File: src/rtl/definitions_pkg.sv
// definitions: shared pipeline types.
//   ProgramCounter  - fetch PC width (8 bits)
//   Signal          - control enable encoding (DISABLE=0, ENABLE=1)
//   IF_input        - control bundle consumed by the fetch stage
//   HazState        - fetch_hazard_ctrl FSM states
//   REG_W           - register index width
package definitions;

   localparam int PC_BITS = 8;
   localparam int REG_W   = 3;

   typedef logic [PC_BITS-1:0] ProgramCounter;

   typedef enum logic {
      DISABLE = 1'b0,
      ENABLE  = 1'b1
   } Signal;

   // Fetch redirects when jmp is enabled, or when branch and alu_zero are
   // both set.
   typedef struct packed {
      Signal         stall;
      Signal         jmp;
      ProgramCounter pc_jmp;
      Signal         branch;
      logic          alu_zero;
      ProgramCounter pc_branch;
   } IF_input;

   typedef enum logic [1:0] {
      RUN       = 2'd0,
      BUSY_WAIT = 2'd1,
      SHADOW    = 2'd2
   } HazState;

endpackage

File: src/rtl/fetch_hazard_ctrl_sat_counter.sv
// sat_counter: synchronous up-counter that sticks at all-ones.
//   clk    in   clock
//   clr    in   synchronous clear (has priority over inc)
//   inc    in   count this cycle
//   count  out  WIDTH-bit current value
module sat_counter #(
   parameter int WIDTH = 16
) (
   input  logic             clk,
   input  logic             clr,
   input  logic             inc,
   output logic [WIDTH-1:0] count
);

   logic [WIDTH-1:0] count_reg;

   always_ff @(posedge clk) begin
      if (clr) begin
         count_reg <= '0;
      end else if (inc && (count_reg != {WIDTH{1'b1}})) begin
         count_reg <= count_reg + 1'b1;
      end
   end

   assign count = count_reg;

endmodule

File: src/rtl/fetch_hazard_ctrl.sv
// fetch_hazard_ctrl: hazard / redirect controller for the fetch stage.
// Watches EX busy, taken branches in EX, load-use dependencies and jumps in
// ID, and tells fetch and the IF/ID, ID/EX registers what to do this cycle.
//   clk, reset                  clock, synchronous active-high reset
//   id_*                        ID-stage instruction info
//   ex_*                        EX-stage instruction info
//   if_ctrl                     control bundle to fetch (combinational)
//   flush_ifid / flush_idex     squash IF/ID, bubble ID/EX at next edge
//   hold_ifid / hold_idex       keep register contents at next edge
//   stall_cycles, redirect_cnt  saturating performance counters
module fetch_hazard_ctrl
   import definitions::*;
#(
   parameter int PC_W  = 8,
   parameter int REG_W = 3,
   parameter int CNT_W = 16
) (
   input  logic             clk,
   input  logic             reset,
   input  logic             id_valid,
   input  logic [REG_W-1:0] id_rs1,
   input  logic [REG_W-1:0] id_rs2,
   input  logic             id_uses_rs1,
   input  logic             id_uses_rs2,
   input  logic             id_jmp,
   input  logic [PC_W-1:0]  id_jmp_target,
   input  logic             ex_valid,
   input  logic             ex_mem_read,
   input  logic [REG_W-1:0] ex_rd,
   input  logic             ex_branch,
   input  logic             ex_alu_zero,
   input  logic [PC_W-1:0]  ex_branch_target,
   input  logic             ex_busy,
   output IF_input          if_ctrl,
   output logic             flush_ifid,
   output logic             flush_idex,
   output logic             hold_ifid,
   output logic             hold_idex,
   output logic [CNT_W-1:0] stall_cycles,
   output logic [CNT_W-1:0] redirect_cnt
);

   HazState    state_reg;
   HazState    state_next;

   logic       in_shadow;
   logic       branch_ev;
   logic       load_use_ev;
   logic       jump_ev;
   logic       redirect_inc;
   logic       stall_inc;
   logic [CNT_W-1:0] stall_count;
   logic [CNT_W-1:0] redirect_count;

   // ID holds a squashed slot right after a redirect, so its hazards are
   // not real.
   assign in_shadow   = (state_reg == SHADOW);
   assign branch_ev   = ex_valid & ex_branch & ex_alu_zero;
   assign load_use_ev = ~in_shadow & ex_valid & ex_mem_read & id_valid &
                        ((id_uses_rs1 & (id_rs1 == ex_rd)) |
                         (id_uses_rs2 & (id_rs2 == ex_rd)));
   assign jump_ev     = ~in_shadow & id_valid & id_jmp;

   always_ff @(posedge clk) begin
      if (reset) begin
         state_reg <= RUN;
      end else begin
         state_reg <= state_next;
      end
   end

   // BUSY_WAIT resolves like RUN once ex_busy drops, so only SHADOW needs
   // special treatment (via in_shadow above).
   always_comb begin
      if_ctrl.stall     = DISABLE;
      if_ctrl.jmp       = DISABLE;
      if_ctrl.pc_jmp    = '0;
      if_ctrl.branch    = DISABLE;
      if_ctrl.alu_zero  = 1'b0;
      if_ctrl.pc_branch = '0;
      flush_ifid        = 1'b0;
      flush_idex        = 1'b0;
      hold_ifid         = 1'b0;
      hold_idex         = 1'b0;
      redirect_inc      = 1'b0;
      state_next        = RUN;

      if (reset) begin
         state_next = RUN;
      end else if (ex_busy) begin
         if_ctrl.stall = ENABLE;
         hold_ifid     = 1'b1;
         hold_idex     = 1'b1;
         state_next    = BUSY_WAIT;
      end else begin
         // A not-taken branch still presents branch=1/alu_zero=0 so that
         // fetch's AND yields no redirect.
         if_ctrl.branch   = (ex_valid & ex_branch) ? ENABLE : DISABLE;
         if_ctrl.alu_zero = ex_valid & ex_branch & ex_alu_zero;
         if (branch_ev) begin
            if_ctrl.pc_branch = ex_branch_target;
            flush_ifid        = 1'b1;
            flush_idex        = 1'b1;
            redirect_inc      = 1'b1;
            state_next        = SHADOW;
         end else if (load_use_ev) begin
            if_ctrl.stall = ENABLE;
            hold_ifid     = 1'b1;
            flush_idex    = 1'b1;
         end else if (jump_ev) begin
            if_ctrl.jmp    = ENABLE;
            if_ctrl.pc_jmp = id_jmp_target;
            flush_ifid     = 1'b1;
            redirect_inc   = 1'b1;
            state_next     = SHADOW;
         end
      end
   end

   assign stall_inc = (if_ctrl.stall == ENABLE);

   sat_counter #(.WIDTH(CNT_W)) u_stall_cnt (
      .clk   (clk),
      .clr   (reset),
      .inc   (stall_inc),
      .count (stall_count)
   );

   sat_counter #(.WIDTH(CNT_W)) u_redirect_cnt (
      .clk   (clk),
      .clr   (reset),
      .inc   (redirect_inc),
      .count (redirect_count)
   );

   // Counters read as zero throughout reset, even before the first edge.
   assign stall_cycles = reset ? '0 : stall_count;
   assign redirect_cnt = reset ? '0 : redirect_count;

endmodule

File: config.mk
export PLATFORM = sky130hd
export DESIGN_NAME = fetch_hazard_ctrl
export DESIGN_NICKNAME = d
export VERILOG_FILES = /design/src/rtl/definitions_pkg.sv /design/src/rtl/fetch_hazard_ctrl_sat_counter.sv /design/src/rtl/fetch_hazard_ctrl.sv
export SDC_FILE = /design/constraint.sdc
export NUM_CORES = 1
export LEC_CHECK = 0
export ABC_AREA = 0
export CAP_MARGIN = 40
export CORE_AREA = 2 2 68 96
export CTS_BUF_LIST = sky130_fd_sc_hd__clkbuf_4 sky130_fd_sc_hd__clkbuf_8 sky130_fd_sc_hd__clkbuf_16
export DETAILED_ROUTE_END_ITERATION = 10
export DIE_AREA = 0 0 70 98
export GPL_ROUTABILITY_DRIVEN = 1
export PLACE_DENSITY = 0.75
export REMOVE_ABC_BUFFERS = 1
export SLEW_MARGIN = 20
export SYNTH_ARGS = -nofsm -noshare
export SYNTH_HDL_FRONTEND = slang
export SYNTH_HIERARCHICAL = 1
export SYNTH_SLANG_ARGS = --single-unit
File: constraint.sdc
create_clock -name clk -period 3 [get_ports clk]
set_input_delay 0.6 -clock clk [delete_from_list [all_inputs] [get_ports clk]]
set_output_delay 0.6 -clock clk [all_outputs]
set_load 0.01 [all_outputs]
==> flow_metrics.py <==
metrics = {
    "status": {
        "outcome": "complete, no violations",
    },
    "worst_setup_path": {
        "critical_path.max_stage_delay_ns": 0.53,
        "setup.reg_to_reg.worst_slack_ns": 0.69,
        "regToRegStartpoint": "state_reg[0]$_SDFF_PP0_",
        "crit_arrival_ns": 2.29,
        "crit_type": "input pin to output port",
        "worst_r2r_path_depth": 9,
        "endpoint": "if_ctrl[6]",
        "critical_path.cell_chain": "clkdlybuf4s50_1 -> buf_4 -> nand2_1 -> nor3_4 -> buf_4 -> and3_1 -> clkdlybuf4s50_1",
        "critPathCaptureType": "output port",
        "reg2reg_to": "u_redirect_cnt/count[11]$_SDFFE_PP0P_",
        "crit_path_max_fanout": 9,
        "cp-startpoint": "ex_valid",
        "critical_path.slowest_cell": "sky130_fd_sc_hd__clkdlybuf4s50_1",
        "start_kind": "input pin",
        "critical_path_depth": 7,
        "required_ns": 2.40,
        "critical_path.n_buffers_inverters": 4,
        "path_delay_family": "buffers and inverters",
    },
    "floorplan": {
        "die_area_sq_um": 6860,
        "die_y_microns": 98,
        "start_util_pct": 38.6,
        "fp.coreArea_sq_um": 6040,
        "num_io_pins": 92,
        "rows": 34,
        "die_w_microns": 70,
    },
    "sta": {
        "unrepaired_setup_endpoints_after_global_routing": "no",
        "timing.fmax_ghz": 0.346,
        "timing.final.setup_violations": 0,
        "worstMarginPinSlew_ns": 0.773,
        "fin_worst_skew_ns": 0.00449,
        "layout_min_cycle_time_ns": 2.89,
        "timing.max_slew.rel_slack_pct": 48.0,
        "fin_crit_sh_pct": 96.4,
        "final_max_slew_viol_count": 0,
        "final_hold_viol_count": 0,
        "fin_ws_ns": 0.108,
    },
    "pwr": {
        "fin_total_pwr_mw": 0.954,
        "ir_drop_v": 0.000236,
        "power_leakage_nw": 1.39,
        "power_switching_mw": 0.227,
        "pwr-share-clk_pct": 37.9,
        "p_per_area_nw_per_um2": 273,
        "power_report.internal_total_mw": 0.727,
        "comb_power_share_pct": 14.2,
        "seqPwrFrac_pct": 47.9,
        "netSwitchingFraction_pct": 23.8,
    },
    "clock_network": {
        "tritoncts_clock_tree": "built",
        "number_of_buffers_inserted_during_clock_tree_synthesis": 5,
        "clkLatencyLatePin_ns": 0.28,
        "hold_buffer_count_at_cts": 0,
        "numClockSinks": 34,
        "htree_levels": 2,
        "cts.repair_timing.setup_buffer_count": 0,
        "clk_root_buffer_cell": "sky130_fd_sc_hd__clkbuf_8",
        "clock_edge_transition_at_the_registers_on_the_reported_setup_and_hold_paths_ns": 0.07,
        "cts_buffer_depth": 2,
    },
    "synth": {
        "synth_edf_count": 0,
        "ys.flop_type": "sky130_fd_sc_hd__dfxtp_1",
        "post_synth_inst_count": 293,
        "async_reset_ff_share_pct": 0,
        "dominant_cells_by_area_after_synthesis": "sky130_fd_sc_hd__dfxtp_1, sky130_fd_sc_hd__nor2b_1, sky130_fd_sc_hd__a21oi_1",
        "synth_sequential_area_ratio_pct": 29.2,
        "synth_top_cells_by_count": "sky130_fd_sc_hd__dfxtp_1, sky130_fd_sc_hd__nor2b_1, sky130_fd_sc_hd__nand2_1, sky130_fd_sc_hd__nor2_1, sky130_fd_sc_hd__a21oi_1",
        "synthMostInstantiatedCell": "sky130_fd_sc_hd__dfxtp_1",
        "synth_area_sq_um": 2330,
        "postSynthRegisterBits": 34,
        "yosys_warnings": 6,
        "ys_types": 41,
        "synth_top_area_share_pct": 29.2,
        "syn-mean-instance-area_sq_um": 7.95,
        "synth.largest_area_cell": "sky130_fd_sc_hd__dfxtp_1",
    },
    "place": {
        "gp_routability_congestion": 0.877,
        "dpl_worst_slack_ns": -0.0419,
        "detailed_place_hpwl_microns": 4540,
        "portBuffers": 91,
        "placed_insts": 457,
    },
    "global_routing": {
        "grt.busiest_layer": "met2",
        "antenna_found_initial": 0,
        "grt_usage_pct": 17.9,
        "global_routing_usage_on_met1_pct": 21.4,
        "use_met2_pct": 32.2,
        "grt_first_pass_wirelength_microns": 10500,
        "largest_net_degree_at_the_start_of_global_routing": 70,
        "grt_overflow": 0,
        "global_route.usage.met3_pct": 3.10,
        "vias_in_the_first_global_route": 2329,
    },
    "finish": {
        "diodes": 0,
        "drive_gt1_share_pct": 12.5,
        "synthToLayoutAreaGrowth_pct": 50.2,
        "nNetsFinal": 430,
        "finish.cell_count_without_fillers": 465,
    },
    "drt": {
        "dr.pass1.iters": 4,
        "routed-via-count": 2495,
        "via_per_inst": 5.37,
        "detail_route.drc_violations": 0,
        "finalWirelength_microns": 6070,
        "drtIter0Drc": 52,
        "drt.antenna.violating_nets": 0,
        "routed_wire_length_per_instance_microns": 13.1,
    },
    "run": {
        "cap_violations": 0,
    },
    "min_path": {
        "timing.hold.worst.start": "u_stall_cnt/count[9]$_SDFFE_PP0P_",
        "holdCritPathClass": "flip-flop to flip-flop",
    },
}
repair_timing:
action	in CTS	in global routing
endpoints found under the setup margin	11	5
pin swaps	1	2
gates resized for setup	11	7
per-stage QoR:
stage | hold slack (ns) | setup TNS (ns) | util (%) | instance area, sq um
final | 0.531 | 0 | 57.9 | 3500
after CTS | 0.529 | 0 | 57.5 | 3480
after floorplan | 0.479 | 0 | - | 2250
after global routing | 0.560 | 0 | 57.9 | 3500
after global placement | 0.510 | 0 | 56.0 | 3380
after detailed placement | 0.518 | -0.241 | 56.0 | 3380
cell usage in the layout (no fill, tap or decap), types with 4 or more instances in the layout:
cell type and instances:
sky130_fd_sc_hd__clkdlybuf4s50_1 75, sky130_fd_sc_hd__dfxtp_1 34, sky130_fd_sc_hd__nor2b_1 33, sky130_fd_sc_hd__nand2_1 25, sky130_fd_sc_hd__nor2_1 22, sky130_fd_sc_hd__a21oi_1 20, sky130_fd_sc_hd__buf_4 15, sky130_fd_sc_hd__or4_1 14
sky130_fd_sc_hd__nand3_1 13, sky130_fd_sc_hd__o31ai_1 12, sky130_fd_sc_hd__and3_1 10, sky130_fd_sc_hd__nand4_1 9, sky130_fd_sc_hd__dlygate4sd2_1 9, sky130_fd_sc_hd__xnor2_1 8, sky130_fd_sc_hd__inv_1 8, sky130_fd_sc_hd__nor3_1 8
sky130_fd_sc_hd__o21ai_0 8, sky130_fd_sc_hd__clkbuf_8 6, sky130_fd_sc_hd__dlymetal6s2s_1 6, sky130_fd_sc_hd__and4_1 6, sky130_fd_sc_hd__or3_1 6, sky130_fd_sc_hd__and2b_2 5, sky130_fd_sc_hd__nor4_1 4
worst min path at each step:
stage	endpoint	slack, ns	cells past startpoint
finish	u_stall_cnt/count[9]$_SDFFE_PP0P_	0.53	2
global placement	u_redirect_cnt/count[1]$_SDFFE_PP0P_	0.51	2
CTS	u_redirect_cnt/count[1]$_SDFFE_PP0P_	0.53	2
floorplan	u_redirect_cnt/count[9]$_SDFFE_PP0P_	0.48	2
detailed placement	u_redirect_cnt/count[1]$_SDFFE_PP0P_	0.52	2
global route	u_redirect_cnt/count[15]$_SDFFE_PP0P_	0.56	2
power by group through the flow:
stage | combinational (mW) | sequential, mW | clock [mW]
2_1_floorplan | 0.0403 | 0.467 | 0
3_3_place_gp | 0.133 | 0.468 | 0
3_5_place_dp | 0.135 | 0.468 | 0
4_1_cts | 0.136 | 0.457 | 0.377
5_1_grt | 0.148 | 0.458 | 0.391
6_report | 0.135 | 0.458 | 0.362
cell type report:
class                      count  area (sq um)
tap                           72          90.1
clock buffer                   7          90.1
fill                         563          2540
inverter                       8          30.0
timing repair buffer         107          1040
multi-input combinational    236          1560
clock inverter                 1          5.00
sequential                    34           681
cells by family (layout without fill, tap and decap cells):
kind of cell    Yosys count  in the layout  share of synthesized area [%]
xor+xnor                 10             10                           3.76
buf+inv                  23            123                           4.62
fa+ha+maj                 2              2                           1.07
simple gates            170            170                           46.0
mux                       4              4                           1.83
compound gates           50             50                           13.5
flops                    34             34                           29.2
tightest hold or removal path, stage by stage (launching register included):
cell                      delay [ns]
sky130_fd_sc_hd__dfxtp_1        0.35
sky130_fd_sc_hd__o31ai_1        0.08
sky130_fd_sc_hd__a21oi_1        0.06
per-layer routing:
metal  vias up  part of all wire, %
met1      1149                   43
met3         5                  6.0
met4         0                  1.2
met5         -                    0
met2        75                   50
li1       1266                    -
Note: power is estimated with default switching activity, not from simulation.
